### config.mk
export PLATFORM = sky130hd
export DESIGN_NAME = div_unsigned_32x20_flat
export DESIGN_NICKNAME = d
export VERILOG_FILES = /design/src/rtl/div_unsigned_32x20_pkg.sv /design/src/rtl/div_unsigned_32x20_if.sv /design/src/rtl/div_unsigned_32x20_step.sv /design/src/rtl/div_unsigned_32x20.sv /design/src/flat_wrapper.sv
export SDC_FILE = /design/constraint.sdc
export NUM_CORES = 1
export LEC_CHECK = 0
export CORE_UTILIZATION = 47
export CTS_BUF_LIST = sky130_fd_sc_hd__clkbuf_4
export DETAILED_ROUTE_END_ITERATION = 7
export PLACE_DENSITY = 0.7
export RECOVER_POWER = 50
export SYNTH_ARGS = -nofsm -noshare
export SYNTH_HDL_FRONTEND = slang
export SYNTH_SLANG_ARGS = --single-unit
### constraint.sdc
create_clock -name clk -period 6.9 [get_ports clk]
set_input_delay 1.38 -clock clk [delete_from_list [all_inputs] [get_ports clk]]
set_output_delay 1.38 -clock clk [all_outputs]
set_load 0.01 [all_outputs]
### src/rtl/div_unsigned_32x20_pkg.sv
// Shared types and widths for the 32x20 unsigned restoring divider.
package div_pkg;
  localparam int DIV_DW = 32;
  localparam int DIV_VW = 20;
  localparam int CNT_W  = $clog2(DIV_DW);

  typedef enum logic [1:0] {
    IDLE = 2'd0,
    RUN  = 2'd1,
    FIN  = 2'd2
  } state_t;
endpackage

### src/rtl/div_unsigned_32x20_if.sv
// Request/result bundle for div_unsigned_32x20.
interface div_unsigned_32x20_if import div_pkg::*; #(
  parameter int DW = DIV_DW,
  parameter int VW = DIV_VW
);
  // Handshake: start is sampled only while the divider is idle; dividend and
  // divisor are captured on that edge. busy is high while iterating. done is a
  // one-cycle pulse, never overlapping busy, and marks quotient, remainder and
  // div_by_zero valid; those results hold until the next completion.
  logic          start;
  logic [DW-1:0] dividend;
  logic [VW-1:0] divisor;
  logic          busy;
  logic          done;
  logic [DW-1:0] quotient;
  logic [VW-1:0] remainder;
  logic          div_by_zero;

  modport master (
    output start, dividend, divisor,
    input  busy, done, quotient, remainder, div_by_zero
  );

  modport slave (
    input  start, dividend, divisor,
    output busy, done, quotient, remainder, div_by_zero
  );
endinterface

### src/rtl/div_unsigned_32x20_step.sv
// One restoring-division step: conditional subtract of the divisor from t.
module div_step #(
  parameter int VW = 20
) (
  input  logic [VW:0]   t,
  input  logic [VW-1:0] d,
  output logic [VW:0]   r_next,
  output logic          q_bit
);
  always_comb begin
    q_bit  = (t >= {1'b0, d});
    r_next = q_bit ? (t - {1'b0, d}) : t;
  end
endmodule

### src/rtl/div_unsigned_32x20.sv
// Multi-cycle unsigned divider, one quotient bit per clock, with a
// single-cycle fast path for a zero divisor.
module div_unsigned_32x20 import div_pkg::*; #(
  parameter int DW = DIV_DW,
  parameter int VW = DIV_VW
) (
  input  logic                 clk,
  input  logic                 rst,
  div_unsigned_32x20_if.slave  bus,
  output state_t               dbg_state
);
  state_t            state;
  logic [DW-1:0]     q_sh;
  logic [VW-1:0]     d_reg;
  logic [VW:0]       r_sh;
  logic [CNT_W-1:0]  cnt;
  logic [VW:0]       t;
  logic [VW:0]       r_next;
  logic              q_bit;
  logic              busy_r;
  logic              done_r;
  logic              dz_r;
  logic [DW-1:0]     quot_r;
  logic [VW-1:0]     rem_r;
  // The remainder stays below the divisor, so the top bit of r_sh is always 0.
  logic              unused_r_msb;

  assign t            = {r_sh[VW-1:0], q_sh[DW-1]};
  assign unused_r_msb = r_sh[VW];

  div_step #(.VW(VW)) u_step (
    .t      (t),
    .d      (d_reg),
    .r_next (r_next),
    .q_bit  (q_bit)
  );

  always_ff @(posedge clk or posedge rst) begin
    if (rst) begin
      state  <= IDLE;
      q_sh   <= '0;
      d_reg  <= '0;
      r_sh   <= '0;
      cnt    <= '0;
      busy_r <= 1'b0;
      done_r <= 1'b0;
      dz_r   <= 1'b0;
      quot_r <= '0;
      rem_r  <= '0;
    end else begin
      done_r <= 1'b0;
      case (state)
        IDLE: begin
          if (bus.start) begin
            if (bus.divisor != '0) begin
              q_sh   <= bus.dividend;
              d_reg  <= bus.divisor;
              r_sh   <= '0;
              cnt    <= CNT_W'(DW - 1);
              busy_r <= 1'b1;
              state  <= RUN;
            end else begin
              quot_r <= '1;
              rem_r  <= bus.dividend[VW-1:0];
              dz_r   <= 1'b1;
              done_r <= 1'b1;
              state  <= FIN;
            end
          end
        end
        RUN: begin
          r_sh <= r_next;
          q_sh <= {q_sh[DW-2:0], q_bit};
          cnt  <= cnt - 1'b1;
          if (cnt == '0) begin
            quot_r <= {q_sh[DW-2:0], q_bit};
            rem_r  <= r_next[VW-1:0];
            dz_r   <= 1'b0;
            done_r <= 1'b1;
            busy_r <= 1'b0;
            state  <= FIN;
          end
        end
        FIN:     state <= IDLE;
        default: state <= IDLE;
      endcase
    end
  end

  assign bus.busy        = busy_r;
  assign bus.done        = done_r;
  assign bus.quotient    = quot_r;
  assign bus.remainder   = rem_r;
  assign bus.div_by_zero = dz_r;
  assign dbg_state       = state;
endmodule

### src/flat_wrapper.sv
// flat-port wrapper written by rule: the top's interface ports become plain ports
module div_unsigned_32x20_flat import div_pkg::*;
#(
  parameter int DW = DIV_DW,
  parameter int VW = DIV_VW
)
  (clk, rst, dbg_state, bus_start, bus_dividend, bus_divisor, bus_busy, bus_done, bus_quotient, bus_remainder, bus_div_by_zero);
  div_unsigned_32x20_if #(.DW(DW), .VW(VW)) bus_i ();
  input  logic clk;
  input  logic rst;
  output state_t dbg_state;
  input wire logic [$bits(bus_i.start)-1:0] bus_start;
  input wire logic [$bits(bus_i.dividend)-1:0] bus_dividend;
  input wire logic [$bits(bus_i.divisor)-1:0] bus_divisor;
  output wire logic [$bits(bus_i.busy)-1:0] bus_busy;
  output wire logic [$bits(bus_i.done)-1:0] bus_done;
  output wire logic [$bits(bus_i.quotient)-1:0] bus_quotient;
  output wire logic [$bits(bus_i.remainder)-1:0] bus_remainder;
  output wire logic [$bits(bus_i.div_by_zero)-1:0] bus_div_by_zero;
  assign bus_i.start = bus_start;
  assign bus_i.dividend = bus_dividend;
  assign bus_i.divisor = bus_divisor;
  assign bus_busy = bus_i.busy;
  assign bus_done = bus_i.done;
  assign bus_quotient = bus_i.quotient;
  assign bus_remainder = bus_i.remainder;
  assign bus_div_by_zero = bus_i.div_by_zero;
  div_unsigned_32x20 #(.DW(DW), .VW(VW)) u_core (.clk(clk), .rst(rst), .bus(bus_i), .dbg_state(dbg_state));
endmodule
# After elaboration in Yosys (flattened, before gate mapping)
# Cells that the tools add are included.
[word_totals]
ff_bits = 134
out_inout_bits = 57
elab_cells = 60
[op_classes]
n_eq_ne = 5
n_lt_le_gt_ge = 1
muxes = 33
addsub = 2
n_reduce_logical = 9
[ops]
columns = ["operator", "count"]
rows = [
  ["32-bit two-way mux", 5],
  ["32-bit one-hot mux with 2 select lines", 2],
  ["20-bit two-way mux", 6],
  ["20-bit one-hot mux with 2 select lines", 2],
  ["21-bit by 20-bit greater-or-equal comparator with 1-bit output", 1],
  ["20-bit nonzero test", 1],
  ["20-bit subtractor", 1],
  ["5-bit two-way mux", 2],
  ["5-bit one-hot mux with 2 select lines", 1],
  ["1-bit two-way mux", 8],
  ["4-bit AND reduction", 2],
  ["2-bit two-way mux", 3],
  ["1-bit one-hot mux with 2 select lines", 3],
  ["3-bit AND reduction", 2],
  ["5-bit logical NOT", 1],
  ["5-bit by 1-bit subtractor with 5-bit output (second input constant)", 1],
  ["2-bit by 1-bit != test with 1-bit output (second input constant)", 2],
  ["2-bit != test (second input constant)", 2],
  ["2-bit one-hot mux with 2 select lines", 1],
  ["2-bit by 1-bit == test with 1-bit output (second input constant)", 1],
  ["2-bit logical NOT", 1],
  ["2-bit AND reduction", 1],
  ["2-bit nonzero test", 1],
]

# Longest topological paths before layout
[logic_depth]
ltp_word = 4
ltp_mapped = 12

# Hierarchy
# Synthesis repeated with hierarchy kept, for this count alone.
[unflattened]
cells_unflattened = 773
area_unflattened_um2 = 7379.6
[modules_own_cells]
columns = ["module", "cells_per_inst", "area_each_um2", "n_inst"]
rows = [
  ["div_unsigned_32x20", 542, 5791.8, 1],
  ["div_step", 231, 1587.8, 1],
]

# Least setup slack after synthesis
# OpenSTA, ideal clock, no wires.
[synth_timing]
kind = "input to register"
start = "in bus_divisor[2]"
end = "reg u_core.rem_r[0] (netlist: u_core.bus.remainder[0])"
cell_stages = 10
setup_ns = 0.077
n_path_buf = 2
arrival_ns = 2.859
slack_ns = 3.964
path_cell_list = "nor4_1 -> nand3_1 -> nor2_1 -> nor3_1 -> or2_1 -> buf_2 -> nor2_1 -> clkbuf_1 -> a22oi_1 -> o21ai_1"
[synth_via]
elab_chain_len = 3
[synth_lines]
columns = ["element", "line_no", "text"]
rows = [
  ["start: declaration", "flat_wrapper.sv:14", "input wire logic [$bits(bus_i.divisor)-1:0] bus_divisor;"],
  ["20-bit nonzero test", "div_unsigned_32x20.sv:55", "if (bus.divisor != '0) begin"],
  ["2-bit != test (no source line)", "n/a", ""],
  ["4-bit AND reduction (no source line)", "n/a", ""],
  ["end signal: assignment", "div_unsigned_32x20.sv:64", "rem_r <= bus.dividend[VW-1:0];"],
  ["end signal: assignment", "div_unsigned_32x20.sv:77", "rem_r <= r_next[VW-1:0];"],
  ["end: declaration", "div_unsigned_32x20.sv:24", "logic [VW-1:0] rem_r;"],
]
# Every way passes these cells.
# A chain may end at the register's enable or synchronous reset.

# Worst setup path after layout
[layout_timing]
start = "reg u_core.state[1] (netlist: u_core.dbg_state[1])"
end = "reg u_core.rem_r[16] (netlist: u_core.bus.remainder[16])"
[layout_via]
elab_chain_len = 3
elab_cells_between_ends = 8
[layout_lines]
columns = ["element", "line_no", "text"]
rows = [
  ["start: declaration", "div_unsigned_32x20.sv:12", "state_t state;"],
  ["start signal: assignment", "div_unsigned_32x20.sv:40", "state <= IDLE;"],
  ["start signal: assignment", "div_unsigned_32x20.sv:61", "state <= RUN;"],
  ["start signal: assignment", "div_unsigned_32x20.sv:67", "state <= FIN;"],
  ["2-bit by 1-bit == test with 1-bit output or 2-bit logical NOT (tied branches)", "div_unsigned_32x20.sv:52", "case (state)"],
  ["2-bit by 1-bit != test with 1-bit output (no source line), or another cell as far along", "n/a", ""],
  ["4-bit AND reduction (no source line)", "n/a", ""],
]
# Several ways; a longest one is shown, not always the timed one.

==> implementation parameters <==
Parameter                              Value

CTS
  Number of setup buffers added after CTS    0
  Clock latency reported for the late side of the worst-skew pair    about 0.55 ns
  CTS tree    yes
  Count of clock tree sinks    approximately 130
  Max Root-Sink Buffers    2
  Hold buffer count at cts    0
  Count of instances resized after the clock tree is built    0
  Clock buffers created by TritonCTS    17
  H-tree levels    4
  Clock slew at reported path FFs    around 0.11 ns
  Cell chosen for the clock root    sky130_fd_sc_hd__clkbuf_4

Floorplan
  Starting density of the core    about half
  Placeable Area    about 13000 um^2
  Floorplan die width    between 100 and 150 um
  Number of I/O pins    between 100 and 150
  Die height    roughly 120 um
  Full die area    ~14000 um^2
  Total number of placement rows    42

Detailed routing
  Final routed DRC violation total    0
  Wirelength per Cell    16.56 um
  Number of vias after detailed routing    between 5000 and 6000
  Count of TritonRoute iterations in the first routing pass    6
  Avg Vias per Cell    5.608
  Routed Wire Length    around 16 mm
  Number of DRC violations after detailed-routing iteration 0    between 500 and 600
  ANT nets after route    0

Yosys
  Library cell with the largest summed area after synthesis    sky130_fd_sc_hd__dfrtp_1
  Cell area after synthesis    approximately 6500 um^2
  Number of synthesized flops with an enable pin    0
  Dominant cells by area after synthesis    sky130_fd_sc_hd__dfrtp_1, sky130_fd_sc_hd__nand2_1, sky130_fd_sc_hd__o21ai_1
  Portion of synthesized cell area occupied by the leading cell type    51.60%
  Syn nets    ~780
  Post-synth cell types    52
  #FFs+latches synth    134
  Post-synthesis sequential area ratio    around 52%
  Yosys warns    0
  Synthesized instance count    701
  Fraction of registers with async set or reset after synthesis    100.0%
  Mean instance size in the synthesized netlist    roughly 9.3 um^2
  Top FF cell, synth    sky130_fd_sc_hd__dfrtp_1

Timing
  Slew at the pin closest to its max-slew limit    around 3.4 ns
  Total of endpoints with negative setup slack in the final report    0
  Final worst clock skew    around 0.015 ns
  Ratio of final minimum period to clock period    about 70%
  Setup repair after global routing missed its margin    no
  Max Slew Vio Count    160
  Maximum achievable frequency    0.2069 GHz
  Worst slew margin relative to its limit    -124.6%
  Clock period minus worst slack    4.834 ns
  Final Hold Vio Count    0
  Summed negative setup slack over all endpoints    0 ns

Setup path
  Cell-by-cell listing of the critical path    nand2b_4 > nor3_2 > a21oi_1 > or2_1 > clkbuf_1 > inv_2 > and3_1 > a21oi_1 > o21ai_1
  Worst setup path startpoint    u_core.dbg_state[1]$_DFFE_PP0P_
  Category of the worst setup path launch point    register
  Worst reg2reg endpoint    u_core.bus.remainder[16]$_DFFE_PP0P_
  Biggest fanout along the worst timing path    111
  Slowest library cell on the worst path    sky130_fd_sc_hd__clkbuf_1
  Type of the worst setup path    reg2reg
  Critical path data arrival time    between 5 and 6 ns
  Slowest stage delay, CP    ~1.4 ns
  Number of cells on the worst reg-to-reg path    9
  Data required time at the worst endpoint    7.32 ns
  Sort of element at the end of the critical path    register
  Launch instance of the worst register-to-register path    u_core.dbg_state[1]$_DFFE_PP0P_
  Register-to-register path setup slack    approximately 2.1 ns
  Cell type with the highest occurrence count on the critical path    sky130_fd_sc_hd__a21oi_1

Global route
  Leftover overflow at the end of global routing    0
  Number of global-route vias before repair    5295
  GRT Util Overall    24.19%
  Maximum number of pins on one net before global-route repair    roughly 110
  Antenna violations before repair    0
  First-pass GRT wire length    about 27 mm

Place
  Placed cell area    7686 um^2
  Final GP Congestion    0.8215
  Cells after DPL    between 900 and 1000
  Half-perimeter wire length after placement    11.43 mm
  Quantity of I/O buffers inserted on ports    about 110

Job
  Max-capacitance violation count    3

Outcome
  Status    finished with violations
  Violations in the final reports    max-capacitance violations, max-slew violations

Power and ir drop
  Static Leak    around 3.3 nW
  Worst vdd ir    about 0.00023 V
  Total power divided by cell area    about 540 nW/um^2

Finish
  Non-Filler Instances    ~1000
  Total number of nets in the final design    870
  Number of diodes    0
  Most common library cell in the layout ignoring fill and taps    sky130_fd_sc_hd__dfrtp_1
  Fraction of layout instances using a drive strength above 1    under 10%
  Post-route cell area    about 8000 um^2
  Most used cells in the layout excluding fill and tap cells    sky130_fd_sc_hd__dfrtp_1, sky130_fd_sc_hd__nand2_1, sky130_fd_sc_hd__o21ai_1
  Area delta synth->final    22.58%

Hold path
  Instance count along the most critical hold path    1
  Worst min-delay path startpoint    u_core.bus.quotient[15]$_DFFE_PP0P_
  End point of the most critical hold path    u_core.bus.quotient[15]$_DFFE_PP0P_
  Hold WC Path Type    reg2reg
## where the power goes
group / switching, mW / internal [mW]
clock: 0.293 / 0.252
combinational: 1.44 / 0.957
sequential: 0.206 / 1.12
## logic make-up after synthesis
| family | share of synthesized area (%) |
|---|---|
| fa+ha+maj | 4.351 |
| simple gates | 15.77 |
| flops | 51.60 |
| compound gates | 19.83 |
| buf+inv | 4.640 |
| mux | 1.386 |
| xor+xnor | 2.426 |
## worst max-delay path, delay by kind of cell (launching register included)
kind                   cells  cell delay, ns
DFF                        1            0.43
AOI/OAI and AO/OA          3            0.44
buffers and inverters      2            2.15
and+or+nand+nor            4            1.68
## through the flow
stage | util, % | setup WS [ns] | hold slack, ns | power, mW
after floorplan | - | 1.937 | 0.4523 | 3.036
after global placement | 57.58 | 2.718 | 0.4712 | 3.707
after detailed placement | 57.58 | 2.542 | 0.4771 | 3.779
after CTS | 59.78 | 3.141 | 0.5024 | 4.328
after global routing | 59.68 | 1.568 | 0.5217 | 4.629
final | 59.68 | 2.066 | 0.4933 | 4.266
## cells in the mapped netlist, drive strengths merged, types with 5 or more instances
| master | n |
|---|---|
| xor2 | 5 |
| nand3 | 21 |
| o21ai | 78 |
| mux2i | 9 |
| nand2 | 119 |
| clkbuf | 34 |
| a31oi | 36 |
| ha | 21 |
| a21oi | 39 |
| dfrtp | 134 |
| and3 | 8 |
| o22ai | 6 |
| nor4 | 6 |
| buf | 8 |
| a22oi | 11 |
| nor2 | 60 |
| o22a | 19 |
| a21o | 10 |
| xnor2 | 13 |
| inv | 29 |
## layout make-up
cell class                      count  area [um^2]
Fill cell                        1191         5381
Sequential cell                   134         3353
Multi-Input combinational cell    495         2844
Timing Repair Buffer              115         1137
Tap cell                          176        220.2
Clock inverter                     14        157.7
Clock buffer                       18        135.1
Inverter                           30        118.9
## layer usage
| metal | GRT usage (%) | part of all wire, % |
|---|---|---|
| met4 | 8.203 | 1.3 |
| met3 | 4.420 | 5.7 |
| met1 | 34.37 | 47 |
| met2 | 37.28 | 46 |
| met5 | 0 | 0 |
## how the worst max path moves through the flow
stage / slack (ns) / to
after floorplan: 1.94 / u_core.bus.busy$_DFFE_PP0P_
after global placement: 2.72 / u_core.bus.remainder[11]$_DFFE_PP0P_
after detailed placement: 2.54 / u_core.bus.remainder[17]$_DFFE_PP0P_
after CTS: 3.14 / u_core.bus.remainder[17]$_DFFE_PP0P_
after global routing: 1.57 / u_core.bus.remainder[16]$_DFFE_PP0P_
final: 2.07 / u_core.bus.remainder[16]$_DFFE_PP0P_
No activity file was read; power rests on OpenSTA's default activity.
==> RTL change (config.mk and constraints unchanged) <==
Change the package constant `DIV_DW` from 32 to 64.
--- a/src/rtl/div_unsigned_32x20_pkg.sv
+++ b/src/rtl/div_unsigned_32x20_pkg.sv
@@ -1,6 +1,6 @@
 // Shared types and widths for the 32x20 unsigned restoring divider.
 package div_pkg;
-  localparam int DIV_DW = 32;
+  localparam int DIV_DW = 64;
   localparam int DIV_VW = 20;
   localparam int CNT_W  = $clog2(DIV_DW);
 
Ports: changed (resized bus_dividend and bus_quotient); port bits go from 112 to 176. No check against the original RTL was run, so the function may have changed too.
==> RTL change against the original RTL <==
  * Critical path type is now in2reg
  * Design area grew 43%
  * Synthesized area up 42%
  * Setup slack got worse by 390 ps
  * Critical endpoint is now u_core.r_sh[14]
  * Core utilization increased by 0.42 points
  * The flow still finishes with violations (capacitance limit, slew limit)
  * Sequential cell count rose by 65
  * Routed wire length rose by 42%
  * Total power increased by 41%
==> RTL change: results (changes against the original RTL) <==
CTS H-tree depth: 4 (unchanged)
Synth Area in Adders: 3.065% (-1.3 points)
Routed wire per std cell: 16.28 um (-1.7%)
Compound-Gate Fraction of Synth Area: 18.43% (-1.4 points)
Resized Gates After CTS: 0 (unchanged)
internal reg-to-reg setup slack: 2530 ps (+460 ps)
Syn. warnings: 0 (unchanged)
dominant synthesized flop cell: dfrtp_1
XOR/XNOR Fraction of Synth Area: 1.519% (-0.91 points)
ys async rst share: 100.0% (unchanged)
postcts setup bufs: 0 (unchanged)
vias in the first global route: 7212 (+36%)
Hold Crit Class: reg2reg
Inserted Clock Buffers: 17 (unchanged)
status: complete, but fails checks
Fill cells: 1667 (+40%)
syn_nets: 1122 (+44%)
Crit-path slowest cell: nor2_1
hold slack: 501.0 ps (+7.740 ps)
multiplexer share of the synthesized area: 1.085% (-0.30 points)
measured slew at the worst slew-check pin: 3238 ps (-113.3 ps)
share of cells above drive strength 1: 4.729% (-1.4 points)
Placed Cells: 1391 (+46%)
failing checks: capacitance limit, slew limit
top cells by area, synth: dfrtp_1 (54%), nand2_1 (9.2%), o21ai_0 (5.0%), a31oi_1 (4.6%), nor2_1 (4.0%)
via count: 7639 (+39%)
Post-synth EDFFs: 0 (unchanged)
CTS Root Cell: clkbuf_4
post-route antenna net violation count: 0 (unchanged)
max_cap viols: 2 (-1)
Final Wtd Congestion: 0.8529 (+3.8%)
first-pass GRT wire length: 37240 um (+38%)
largest net degree at the start of global routing: 155 (+38%)
maximum VDD drop: 0.2186 mV (-4.1%)
initial antenna violation count: 1 (+1)
Slew Viols, Final: 196 (+23%)
count of unique library cells instantiated by Yosys: 52 (unchanged)
slowest stage delay, CP: 2180 ps (+760 ps)
PortBufs: 175 (+58%)
clock latency on the worst-skew pair: 580 ps (+30 ps)
sequential area share after synthesis: 53.97% (+2.4 points)
Top delay family on crit path: simple AND/OR/NAND/NOR gates
Final #Nets: 1259 (+45%)
Max clock buf depth: 2 (unchanged)
P_leak: 4.857 nW (+45%)
Min-Delay Path Depth: 2 (+1)
initial DRC count: 571 (+12%)
CTS clk-pin slew, worst paths: 180 ps (+70 ps)
Post-DP HPWL: 15690 um (+37%)
drt first pass iters: 5 (-1)
crit-path max FO: 68 (-39%)
GRT Total Usage: 23.58% (-0.61 points)
list of most frequent post-synthesis cells: nand2_1 (225), dfrtp_1 (199), nor2_1 (99)
Avg Vias per Cell: 5.368 (-4.3%)
Inserted Diodes: 0 (unchanged)
Synth Area per Inst: 9.108 um^2 (-1.8%)
Worst Reg-to-Reg Cells: 7 (-2)
final setup skew: 30.07 ps (+15.41 ps)
==> RTL change: where the power goes <==
group | internal (mW) | leakage (nW) | total, mW | switching, mW
Combinational | 1.43 | 2.49 | 3.35 | 1.92
Clock | 0.163 | 0.137 | 0.585 | 0.422
Sequential | 1.74 | 2.23 | 2.09 | 0.356
==> RTL change: routing by layer <==
layer | GRT usage [%] | vias up | routed length (um)
li1 | - | 3763 | -
met5 | 0 | - | 11
met2 | 37.15 | 197 | 10850
met4 | 7.018 | 2 | 376
met3 | 5.922 | 21 | 1452
met1 | 32.17 | 3656 | 10480
==> RTL change: layout make-up <==
class	count	share of cell area (%)
Inverter	33	1.120
Sequential cell	199	43.71
Clock inverter	13	0.9993
Tap cell	260	2.855
Multi-Input combinational cell	714	34.05
Clock buffer	19	1.252
Timing Repair Buffer	185	16.01
==> RTL change: logic make-up after synthesis <==
logic type / Yosys count
AO/OA/AOI/OAI: 273
XOR/XNOR: 16
adder cells (fa/ha/maj): 22
buffers and inverters: 100
flip-flops: 199
multiplexers: 10
AND/OR/NAND/NOR: 393
==> RTL change: per-stage QoR <==
stage | area [um^2] | setup WS, ps | power (mW)
floorplan | 9226 | 94.34 | 4.300
global placement | 11150 | 2343 | 5.452
detailed placement | 11150 | 2302 | 5.531
CTS | 11410 | 2928 | 6.122
global route | 11390 | 1329 | 6.521
finish | 11390 | 1675 | 6.034
==> RTL change: path summary, 6_finish.rpt <==
kind,from,end
worst max-delay path,bus_divisor[18],u_core.r_sh[14]
worst min-delay path,u_core.bus.quotient[29],u_core.bus.quotient[29]
worst max register to register,u_core.dbg_state[0],u_core.r_sh[14]
worst min register to register,u_core.bus.quotient[29],u_core.bus.quotient[29]
max in group asynchronous,rst,u_core.q_sh[62]
min in group asynchronous,rst,u_core.bus.remainder[2]
